==> config.mk <==
export PLATFORM = sky130hd
export DESIGN_NAME = vga_frame_streamer
export DESIGN_NICKNAME = d
export VERILOG_FILES = /design/src/rtl/vga_frame_streamer.sv
export SDC_FILE = /design/constraint.sdc
export NUM_CORES = 1
export LEC_CHECK = 0
export ABC_AREA = 0
export BUFFER_PORTS_ARGS = -buffer_cell sky130_fd_sc_hd__buf_2
export CORE_MARGIN = 1
export CORE_UTILIZATION = 60
export DETAILED_ROUTE_END_ITERATION = 12
export PLACE_DENSITY = 0.79
export SYNTH_ARGS = -nofsm -noshare
export SYNTH_HDL_FRONTEND = slang
export SYNTH_SLANG_ARGS = --single-unit
==> constraint.sdc <==
create_clock -name clk_clk -period 6.5 [get_ports clk_clk]
set_input_delay 0.65 -clock clk_clk [delete_from_list [all_inputs] [get_ports clk_clk]]
set_output_delay 0.65 -clock clk_clk [all_outputs]
set_load 0.005 [all_outputs]
==> src/rtl/vga_frame_streamer.sv <==
// Streams one frame buffer over Avalon-MM bursts into the downstream VGA FIFO, restarting each frame.
// Optional DOUBLE_BUFFER_EN: swap_req toggles between base0 and base1 at the next frame boundary.
module vga_frame_streamer #(
    parameter int DATA_W      = 32,
    parameter int ADDR_W      = 32,
    parameter int BURST_LEN   = 8,
    parameter int BUF_DEPTH   = 16,
    parameter int FRAME_WORDS = 307200
) (
    input  logic                        clk_clk,
    input  logic                        reset_reset,
    input  logic                        pll_locked,
    input  logic                        enable,
    input  logic [ADDR_W-1:0]           base0,
    input  logic [ADDR_W-1:0]           base1,
    input  logic                        swap_req,
    output logic [ADDR_W-1:0]           avm_address,
    output logic                        avm_read,
    output logic [$clog2(BURST_LEN):0]  avm_burstcount,
    input  logic                        avm_waitrequest,
    input  logic [DATA_W-1:0]           avm_readdata,
    input  logic                        avm_readdatavalid,
    input  logic                        fifo_full,
    output logic                        fifo_wr_en,
    output logic [DATA_W-1:0]           exportdata,
    output logic                        frame_sel,
    output logic                        frame_done
);

    localparam int PTR_W = (BUF_DEPTH > 1) ? $clog2(BUF_DEPTH) : 1;
    localparam int CNT_W = $clog2(BUF_DEPTH) + 1;
    localparam int REQ_W = $clog2(FRAME_WORDS + 1);
    localparam int BC_W  = $clog2(BURST_LEN) + 1;

    localparam logic [ADDR_W-1:0] BURST_BYTES = ADDR_W'(BURST_LEN * DATA_W / 8);
    localparam logic [CNT_W-1:0]  BURST_CNT   = CNT_W'(BURST_LEN);
    localparam logic [REQ_W-1:0]  BURST_REQ   = REQ_W'(BURST_LEN);
    localparam logic [REQ_W-1:0]  FRAME_REQ   = REQ_W'(FRAME_WORDS);

    typedef enum logic [1:0] {IDLE, ISSUE, WAIT, FLUSH} state_t;

    state_t            state;
    logic [DATA_W-1:0] buf_mem [BUF_DEPTH];
    logic [PTR_W-1:0]  wr_ptr;
    logic [PTR_W-1:0]  rd_ptr;
    logic [CNT_W-1:0]  buf_count;
    logic [CNT_W-1:0]  outstanding;
    logic [REQ_W-1:0]  req_count;
    logic [CNT_W:0]    committed;
    logic              swap_pend;
    logic              run;
    logic              accept;
    logic              rdv_ours;
    logic              buf_wr;
    logic              room;
    logic              flush_done;
    logic              abort;
    logic              next_sel;
    logic [ADDR_W-1:0] cur_base;
    logic [ADDR_W-1:0] next_base;

    function automatic logic [PTR_W-1:0] ptr_inc(input logic [PTR_W-1:0] p);
        return (p == PTR_W'(BUF_DEPTH - 1)) ? '0 : p + 1'b1;
    endfunction

    assign run        = pll_locked & enable;
    assign accept     = (state == ISSUE) & avm_read & ~avm_waitrequest;
    // Words arriving with nothing outstanding are leftovers from before a reset and are dropped.
    assign rdv_ours   = avm_readdatavalid & (outstanding != '0);
    assign buf_wr     = rdv_ours & (state != IDLE);
    assign committed  = {1'b0, buf_count} + {1'b0, outstanding} + {1'b0, BURST_CNT};
    assign room       = committed <= (CNT_W + 1)'(BUF_DEPTH);
    assign flush_done = (outstanding == '0) & (buf_count == '0);
    assign abort      = ~run & (state != IDLE) & ~((state == FLUSH) & flush_done);

    assign fifo_wr_en     = (buf_count != '0) & ~fifo_full;
    assign exportdata     = (buf_count != '0) ? buf_mem[rd_ptr] : '0;
    assign avm_burstcount = BC_W'(BURST_LEN);

    assign next_sel  = frame_sel ^ swap_pend;
    assign cur_base  = frame_sel ? base1 : base0;
    assign next_base = next_sel ? base1 : base0;

`ifdef DOUBLE_BUFFER_EN
    always_ff @(posedge clk_clk) begin
        if (reset_reset) begin
            swap_pend <= 1'b0;
            frame_sel <= 1'b0;
        end else if ((state == FLUSH) && flush_done) begin
            frame_sel <= next_sel;
            swap_pend <= swap_req;
        end else if (swap_req) begin
            swap_pend <= 1'b1;
        end
    end
`else
    logic unused_swap_req;
    assign unused_swap_req = swap_req;
    assign swap_pend       = 1'b0;
    assign frame_sel       = 1'b0;
`endif

    always_ff @(posedge clk_clk) begin
        if (reset_reset) begin
            state       <= IDLE;
            avm_read    <= 1'b0;
            avm_address <= '0;
            req_count   <= '0;
            outstanding <= '0;
            frame_done  <= 1'b0;
        end else begin
            frame_done  <= 1'b0;
            outstanding <= outstanding + (accept ? BURST_CNT : '0) - (rdv_ours ? CNT_W'(1) : '0);
            case (state)
                IDLE: begin
                    // Aborted reads must fully drain before a new frame may start.
                    if (run && (outstanding == '0)) begin
                        state       <= ISSUE;
                        avm_read    <= 1'b1;
                        avm_address <= cur_base;
                        req_count   <= '0;
                    end
                end
                ISSUE: begin
                    if (accept) begin
                        avm_read    <= 1'b0;
                        avm_address <= avm_address + BURST_BYTES;
                        req_count   <= req_count + BURST_REQ;
                        if (!run) begin
                            state <= IDLE;
                        end else if (req_count + BURST_REQ >= FRAME_REQ) begin
                            state <= FLUSH;
                        end else begin
                            state <= WAIT;
                        end
                    end else if (!run) begin
                        avm_read <= 1'b0;
                        state    <= IDLE;
                    end
                end
                WAIT: begin
                    if (!run) begin
                        state <= IDLE;
                    end else if (room) begin
                        state    <= ISSUE;
                        avm_read <= 1'b1;
                    end
                end
                FLUSH: begin
                    if (flush_done) begin
                        frame_done <= 1'b1;
                        if (run) begin
                            state       <= ISSUE;
                            avm_read    <= 1'b1;
                            avm_address <= next_base;
                            req_count   <= '0;
                        end else begin
                            state <= IDLE;
                        end
                    end else if (!run) begin
                        state <= IDLE;
                    end
                end
                default: state <= IDLE;
            endcase
        end
    end

    always_ff @(posedge clk_clk) begin
        if (reset_reset || abort) begin
            wr_ptr    <= '0;
            rd_ptr    <= '0;
            buf_count <= '0;
        end else begin
            if (buf_wr) wr_ptr <= ptr_inc(wr_ptr);
            if (fifo_wr_en) rd_ptr <= ptr_inc(rd_ptr);
            case ({buf_wr, fifo_wr_en})
                2'b10:   buf_count <= buf_count + 1'b1;
                2'b01:   buf_count <= buf_count - 1'b1;
                default: buf_count <= buf_count;
            endcase
        end
    end

    always_ff @(posedge clk_clk) begin
        if (buf_wr) buf_mem[wr_ptr] <= avm_readdata;
    end

endmodule

* Word level (Yosys, flattened, before mapping) *
Memory sizes are Yosys's and may differ from the RTL's. A register that Yosys moved wholly into a read port is not among the register bits.
Cells that the tools add are included.

word-level totals
  input port bits = 104
  memory bits (writable) = 512
  bits in registers = 73
  ROM bits = 0
  output and inout port bits = 72
  logic and storage cells = 105
  memories = 1
  latch bits = 0

cells by class
  add/subtract/negate cells = 10
  equality and inequality tests = 15
  multiplexer cells = 39
  $mul = 0
  div/mod/pow operators = 0
  magnitude comparators = 2
  reductions and logical operators = 14
  bitwise logic cells = 15
  shifts and indexed selects = 0

memories
  memory   depth  bits a word  read ports  clocked after memory_dff  write ports  RTL line  text
  buf_mem  16     32           1           1                         1            43        logic [DATA_W-1:0] buf_mem [BUF_DEPTH];

operator list
  operator                                                        count
  two-way mux 32 bit                                              5
  case mux 32 bit (3 select lines)                                1
  two-way mux 19 bit                                              4
  case mux 19 bit (3 select lines)                                1
  adder 32 x 6 -> 32 bit, second input constant                   1
  two-way mux 4 bit                                               5
  adder 19 x 4 -> 19 bit, second input constant                   1
  >= comparator 19 bit, second input constant                     1
  two-way mux 2 bit                                               7
  two-way mux 1 bit                                               13
  != test 2 bit, second input constant                            6
  AND 1 bit                                                       10
  logical NOT 5 bit                                               2
  case mux 5 bit (2 select lines)                                 1
  nonzero test 5 bit                                              2
  adder 4 x 1 -> 4 bit, second input constant                     2
  equality test 4 bit, second input constant                      2
  case mux 2 bit (4 select lines)                                 1
  adder 5 x 5 -> 6 bit                                            1
  adder 6 x 4 -> 6 bit, second input constant                     1
  equality test 2 bit, second input constant                      3
  less-or-equal comparator 6 x 5 -> 1 bit, second input constant  1
  != test 3 bit, second input constant                            2
  AND reduction 6 bit                                             1
  other kinds (15)                                                21

* Depth between registers and ports, before layout *
Gate-level depths: netlist (run 1).

  depth after elaboration = 7
  depth in mapped cells = 12
  mapped depth without buffers = 10

* Worst setup path after synthesis (run 1) *
OpenSTA, ideal clock, no wires.

  path kind = reg-to-reg
  from = register outstanding[1]
  to = memory buf_mem[3][0], enable pin
  period minus slack after synthesis = 4521 ps
  stages on the path, launching flop included = 6
  path buffers = 2
  path slack = 1979 ps
  data required time = 5999 ps
  data arrival time = 4020 ps
  library setup time = 501 ps
  cells stage by stage = dfxtp_1 > or4_1 > buf_2 > o211ai_1 > buf_2 > nor4_1

between the ends
  cells in the longest elaborated chain, start to end = 5

ends and longest elaborated chain
  element                                  RTL line  text
  from (decl)                              47        logic [CNT_W-1:0] outstanding;
  from (signal assigned)                   113       outstanding <= outstanding + (accept ? BURST_CNT : '0) - (rdv_ours ? CNT_W'(1) : '0);
  nonzero test 5 bit                       69        assign rdv_ours = avm_readdatavalid & (outstanding != '0);
  AND 1 bit                                69
  AND 1 bit                                70        assign buf_wr = rdv_ours & (state != IDLE);
  two-way mux 1 bit                        186       if (buf_wr) buf_mem[wr_ptr] <= avm_readdata;
  two-way mux 1 bit (implied by the code)  186
  to (decl)                                43

Every way passes these cells.

==> impl_metrics.ini, run 1 <==
[final_layout]
nNetsFinal = 1566
multi_input_area_um2 = 6570
mostFrequentLayoutCells = edfxtp_1, mux4_2, buf_2
seqCellArea_um2 = 16900
drive_gt1_frac = 0.305
syn_to_final_growth_pct = 12.5
fillers = 2404
fin_util = 0.689
final_common_cell = edfxtp_1

[yosys]
synth_top_family_by_area = multiplexers
synth_fa_ha_area_frac = 0.0156
synth_async_sr_flop_share = 0
ys_ff_latch = 586
synth_simple_gate_area_frac = 0.0622
synth.avg_cell_area_um2 = 18.6
synth_edf_count = 512
ys_warn_count = 0
synth_compound_area_frac = 0.0329
synth_cells = 1284
synthMuxAreaShare = 0.153
synth.distinct_cells = 73
ys_seq_area_frac = 0.707
ys_dominant_reg_cell = edfxtp_1
syn_area_um2 = 23800
synth-xor-area-share = 0.00992

[global_routing]
grtUsageTotal = 0.264
globalRouteOverflowTotal = 0
antenna_found_initial = 4
grt_max_degree = 62
grt_pass1_vias = 13000
grt_first_pass_wirelength_um = 78800

[min_path]
min_path_cells = 3
holdCritStartpoint = base0[0]
min_to = avm_address[0]
min_path_type = in -> reg

[setup_path]
cp_max_fo = 36
crit_path_end_kind = primary output
crit_path_start_kind = register
worstReg2RegEnd = buf_count[4]
r2r_slack_ps = 2790
reg2regPathDepth = 9
arrival_ps = 3620
critical_path_class = reg -> out
required_ps = 5850
critPathSlowestCell = dfxtp_4
crit_chain = buf_4 -> mux4_2 -> mux4_2 -> nor2b_1 -> buf_2
crit-reg2reg-launch = outstanding[1]
slowest_delay_ps = 800
cp_common_cell = mux4_2

[floorplanning]
initial_core_util = 0.613
die_area_um2 = 40500
chipHeight_um = 201
die_w_um = 201
row_count = 72
coreArea_um2 = 38900
io_pins = 176

[clocking]
cts.path.max_buffers = 3
cts_buffers = 56
clkSlewWorstSetupHoldPaths_ps = 60
clk_latency_ps = 600
cts_max_level = 2
cts_tree = built
cts_root_buf = clkbuf_16
cts_setup_buffers = 0
ctsResizeCount = 0
cts.sinks = 586
hold_buffers = 0

[detailed_routing]
vias = 12700
drt_iter0_markers = 1137
postRouteAntennaNets = 0
vias_per_cell = 6.35
dr.pass1.iters = 5
wl_um = 52100
drc = 0
wl_per_cell_um = 26.1

[pwr]
peakVddDrop_uv = 227
p_leak_nw = 8.59
p_per_area_nw_per_um2 = 298

[placement]
gp_congestion = 0.864
dp.final_hpwl_um = 26500
portBuffers = 137

[timing]
min_period_ps = 4270
skew_ps = 17.1
fmax_mhz = 234
rsz0062_at_grt = no
hold_viol_final = 0
min_period_over_period = 0.657
fin_tns_setup_ps = 0
slew_headroom = 0.225
setup_viol = 0
drv_slew = 0
worst_pin_slew_ps = 1160

[outcome]
status = complete, no violations

[flow_run]
max_cap_viol_count = 0
-- critical path, delay by kind of cell (launching register included) --
family	cells	cell delay, ps
buffers and inverters	2	880
flip-flops	1	800
multiplexers	2	1090
AND/OR/NAND/NOR	1	210
-- power breakdown --
group / internal, mW / switching [mW]
logic: 0.276 / 0.333
registers: 4.14 / 0.0774
clock network: 1.76 / 1.39
-- state kept, by name, indices dropped and copies added (netlist names), named ones only --
signal / cells
buf_count: 5
avm_read: 1
rd_ptr: 4
state: 2
avm_address: 32
wr_ptr: 4
frame_done: 1
req_count: 16
outstanding: 5
buf_mem: 512
-- stage by stage --
stage | power, mW | instances | instance area (µm²) | hold WS, ps | setup slack [ps]
floorplan | 4.71 | 1287 | 23900 | 453 | 1980
global placement | 4.88 | 1894 | 25000 | 439 | 2810
detailed placement | 4.90 | 1894 | 25000 | 444 | 2810
CTS | 8.03 | 1992 | 26800 | 267 | 2100
global route | 8.23 | 1994 | 26800 | 282 | 1990
finish | 7.98 | 1995 | 26800 | 286 | 2230
-- how the worst max path moves through the flow --
stage | slack (ps) | depth (start not counted) | from | end
2_1_floorplan | 1980 | 5 | outstanding[1] | buf_mem[3][0]
3_3_place_gp | 2810 | 5 | register | exportdata[22]
3_5_place_dp | 2810 | 5 | register | exportdata[22]
4_1_cts | 2100 | 5 | register | exportdata[22]
5_1_grt | 1990 | 5 | register | exportdata[22]
6_report | 2230 | 5 | register | exportdata[22]
-- kinds of logic (layout without fill, tap and decap cells) --
| family | Yosys count | count (layout) |
|---|---|---|
| and+or+nand+nor | 263 | 263 |
| DFF | 586 | 586 |
| buffers and inverters | 96 | 283 |
| muxes | 164 | 164 |
| adders and majority gates | 28 | 28 |
| AOI/OAI and AO/OA | 118 | 118 |
| other | 2 | 8 |
| xor gates and xnor gates | 27 | 27 |
-- cell usage after synthesis, drive strengths merged (4+ instances only) --
| cell | n | area share |
|---|---|---|
| edfxtp | 512 | 0.64 |
| mux4 | 160 | 0.15 |
| dfxtp | 74 | 0.062 |
| nor2 | 62 | 0.011 |
| nand2 | 49 | 0.0078 |
| a21oi | 38 | 0.0080 |
| clkbuf | 37 | 0.0063 |
| nor2b | 36 | 0.0094 |
| buf | 33 | 0.0084 |
| inv | 26 | 0.0044 |
| ha | 25 | 0.013 |
| nand3 | 24 | 0.0052 |
| xnor2 | 19 | 0.0070 |
| o21ai | 17 | 0.0037 |
| nor4 | 16 | 0.0077 |
| and2 | 15 | 0.0039 |
| nand4 | 15 | 0.0039 |
| a31oi | 14 | 0.0037 |
| or3 | 14 | 0.0039 |
| nor3 | 11 | 0.0028 |
| a211oi | 9 | 0.0034 |
| o211ai | 8 | 0.0025 |
| xor2 | 8 | 0.0029 |
| a21o | 5 | 0.0016 |
| and3 | 5 | 0.0014 |
| mux2i | 4 | 0.0017 |
-- layer usage --
layer	up-vias	track usage	wire [µm]
met5	-	0	13
met4	2	0.105	1580
met3	125	0.0442	4070
met2	671	0.447	26500
met1	6366	0.344	19900
li1	5499	-	-
-- final cells by class --
| class | count | area share |
|---|---|---|
| Inverter | 26 | 0.00392 |
| Antenna cell | 3 | 0.000280 |
| Clock buffer | 64 | 0.0542 |
| Clock inverter | 34 | 0.0117 |
| Tap cell | 518 | 0.0242 |
| Sequential cell | 586 | 0.629 |
| Multi-Input combinational cell | 605 | 0.245 |
| Timing Repair Buffer | 159 | 0.0317 |
Note: power is estimated with default switching activity, not from simulation.
==> inputs of run 2 (changes only) <==
--- a/config.mk
+++ b/config.mk
@@ -8,9 +8,9 @@
 export ABC_AREA = 0
 export BUFFER_PORTS_ARGS = -buffer_cell sky130_fd_sc_hd__buf_2
 export CORE_MARGIN = 1
-export CORE_UTILIZATION = 60
+export CORE_UTILIZATION = 54
 export DETAILED_ROUTE_END_ITERATION = 12
-export PLACE_DENSITY = 0.79
+export PLACE_DENSITY = 0.76
 export SYNTH_ARGS = -nofsm -noshare
 export SYNTH_HDL_FRONTEND = slang
 export SYNTH_SLANG_ARGS = --single-unit
==> constraint.sdc (replaced) <==
create_clock -name clk_clk -period 3.8 [get_ports clk_clk]
set_input_delay 0.38 -clock clk_clk [delete_from_list [all_inputs] [get_ports clk_clk]]
set_output_delay 0.38 -clock clk_clk [all_outputs]
set_load 0.005 [all_outputs]
==> run 2 against run 1 <==
Die area rose by 11%. Sequential share of layout area fell by 0.77 points. Flip-flop and latch count did not move. Critical path depth did not move. Non-clock buffer count rose by 13. First-iteration DRC count rose by 9.0%. Clock power rose by 68%. Count of clock-buffer cells in the layout rose by 2. Setup slack got worse by 1800 ps. Combinational power rose by 77%. Clock skew rose by 16 ps.
==> impl_metrics.ini, run 2 (synthesized netlist as in run 1, its figures left out) <==
[detailed_routing]
drt_iter0_markers = 1239
wl_per_cell_um = 25.0
vias_per_cell = 6.09
dr.pass1.iters = 5
wl_um = 52100
vias = 12700
postRouteAntennaNets = 0
drc = 0

[setup_path]
endpoint = exportdata[31]
required_ps = 3420
crit_chain = buf_12 -> mux4_2 -> mux4_2 -> nor2b_1 -> buf_2
cp_common_cell = mux4_2
crit_path_start_kind = register
crit_path_end_kind = primary output
reg2regPathDepth = 10
critPathSlowestCell = dfxtp_4
worstReg2RegEnd = buf_count[4]
r2r_slack_ps = 740
arrival_ps = 2980
crit-reg2reg-launch = outstanding[1]
slowest_delay_ps = 740
critical_path_class = reg -> out
cp_max_fo = 25

[timing]
setup_viol = 0
fin_tns_setup_ps = 0
slew_headroom = 0.356
skew_ps = 32.9
drv_slew = 0
min_period_ps = 3360
worst_pin_slew_ps = 966
rsz0062_at_grt = no
min_period_over_period = 0.885
hold_viol_final = 0
fmax_mhz = 298

[pwr]
power_frac_seq = 0.530
p_per_area_nw_per_um2 = 500
switching_power_mw = 3.08
pwr-share-comb = 0.079
p_leak_nw = 8.68
clkPwrFrac = 0.390
netSwitchingFraction = 0.227
intPower_mw = 10.5
peakVddDrop_uv = 521

[clocking]
cts.path.max_buffers = 3
clkSlewWorstSetupHoldPaths_ps = 60
cts_root_buf = clkbuf_16
cts_max_level = 2
ctsResizeCount = 0
hold_buffers = 1
cts_buffers = 56
cts_setup_buffers = 0
clk_latency_ps = 620
cts.sinks = 586
cts_tree = built

[global_routing]
grtUsageTotal = 0.237
globalRouteOverflowTotal = 0
grt_first_pass_wirelength_um = 77400
grt_pass1_vias = 12800
antenna_found_initial = 6
grt_max_degree = 74

[min_path]
min_path_cells = 3
min_path_type = in -> reg

[floorplanning]
io_pins = 176
die_area_um2 = 45000
chipHeight_um = 212
initial_core_util = 0.551
row_count = 76
coreArea_um2 = 43300
die_w_um = 212

[flow_run]
max_cap_viol_count = 0

[placement]
gp_congestion = 0.817
dp.final_hpwl_um = 28100
portBuffers = 137

[final_layout]
fin_util = 0.627
final_common_cell = edfxtp_1
mostFrequentLayoutCells = edfxtp_1, mux4_2, buf_2
reg.largest.list = buf_mem (512), avm_address (32), req_count (16)
top_register = buf_mem
nNetsFinal = 1579
drive_gt1_frac = 0.306
syn_to_final_growth_pct = 13.9
largest_reg_flops = 512

[outcome]
status = complete, no violations
run 2: changes by cell type in the layout (fill, tap and decap cells not counted), moves of 2 or more:
cell / previous run / this run
clkbuf_1: 7 / 10
diode_2: 3 / 1
clkinvlp_2: 3 / 0
clkinv_1: 8 / 17
buf_12: 0 / 13
run 2: worst min path at each step:
stage	start	to	slack (ps)
4_1_cts	base0[24]	avm_address[24]	2
3_3_place_gp	avm_address[1]	avm_address[1]	440
2_1_floorplan	avm_address[0]	avm_address[0]	450
6_report	base0[24]	avm_address[24]	40
3_5_place_dp	avm_address[1]	avm_address[1]	450
5_1_grt	base0[0]	avm_address[0]	20
run 2: final cells by class:
cell class,count,area [µm²]
diodes,1,2.50
clock buffers,66,1440
clock inverters,39,309
fillers,2927,16100
inverters,26,105
multi-input cells,605,6580
flip-flops and latches,586,16900
well taps,585,732
repair buffers,172,1110
run 2: layer usage:
layer	wire, µm	up-vias	track usage
met5	61	-	0
met4	1420	10	0.0770
met3	4710	121	0.0576
met2	26000	614	0.398
met1	19900	6411	0.306
li1	-	5514	-
run 2: worst max-delay path: cells and delay by family, from the launching register on:
kind,cells,cell delay (ps)
mux,2,1010
flops,1,740
buf+inv,2,410
simple gates,1,200
run 2: metrics by stage:
stage,worst slack (ps),power [mW],instance area (µm²),instances,hold WS (ps)
global route,272,14.0,27100,2080,20.0
global placement,726,8.38,25400,1973,440
detailed placement,738,8.42,25400,1973,446
CTS,350,13.7,27100,2079,2.21
finish,439,13.6,27100,2080,39.3
floorplan,134,8.05,23900,1287,453
run 2: power groups by stage:
stage | Sequential [mW] | Combinational (mW) | Clock, mW
after CTS | 7.20 | 1.09 | 5.38
after detailed placement | 7.34 | 1.08 | 0
after global routing | 7.22 | 1.19 | 5.60
final | 7.20 | 1.08 | 5.30
after floorplan | 7.30 | 0.760 | 0
after global placement | 7.33 | 1.05 | 0
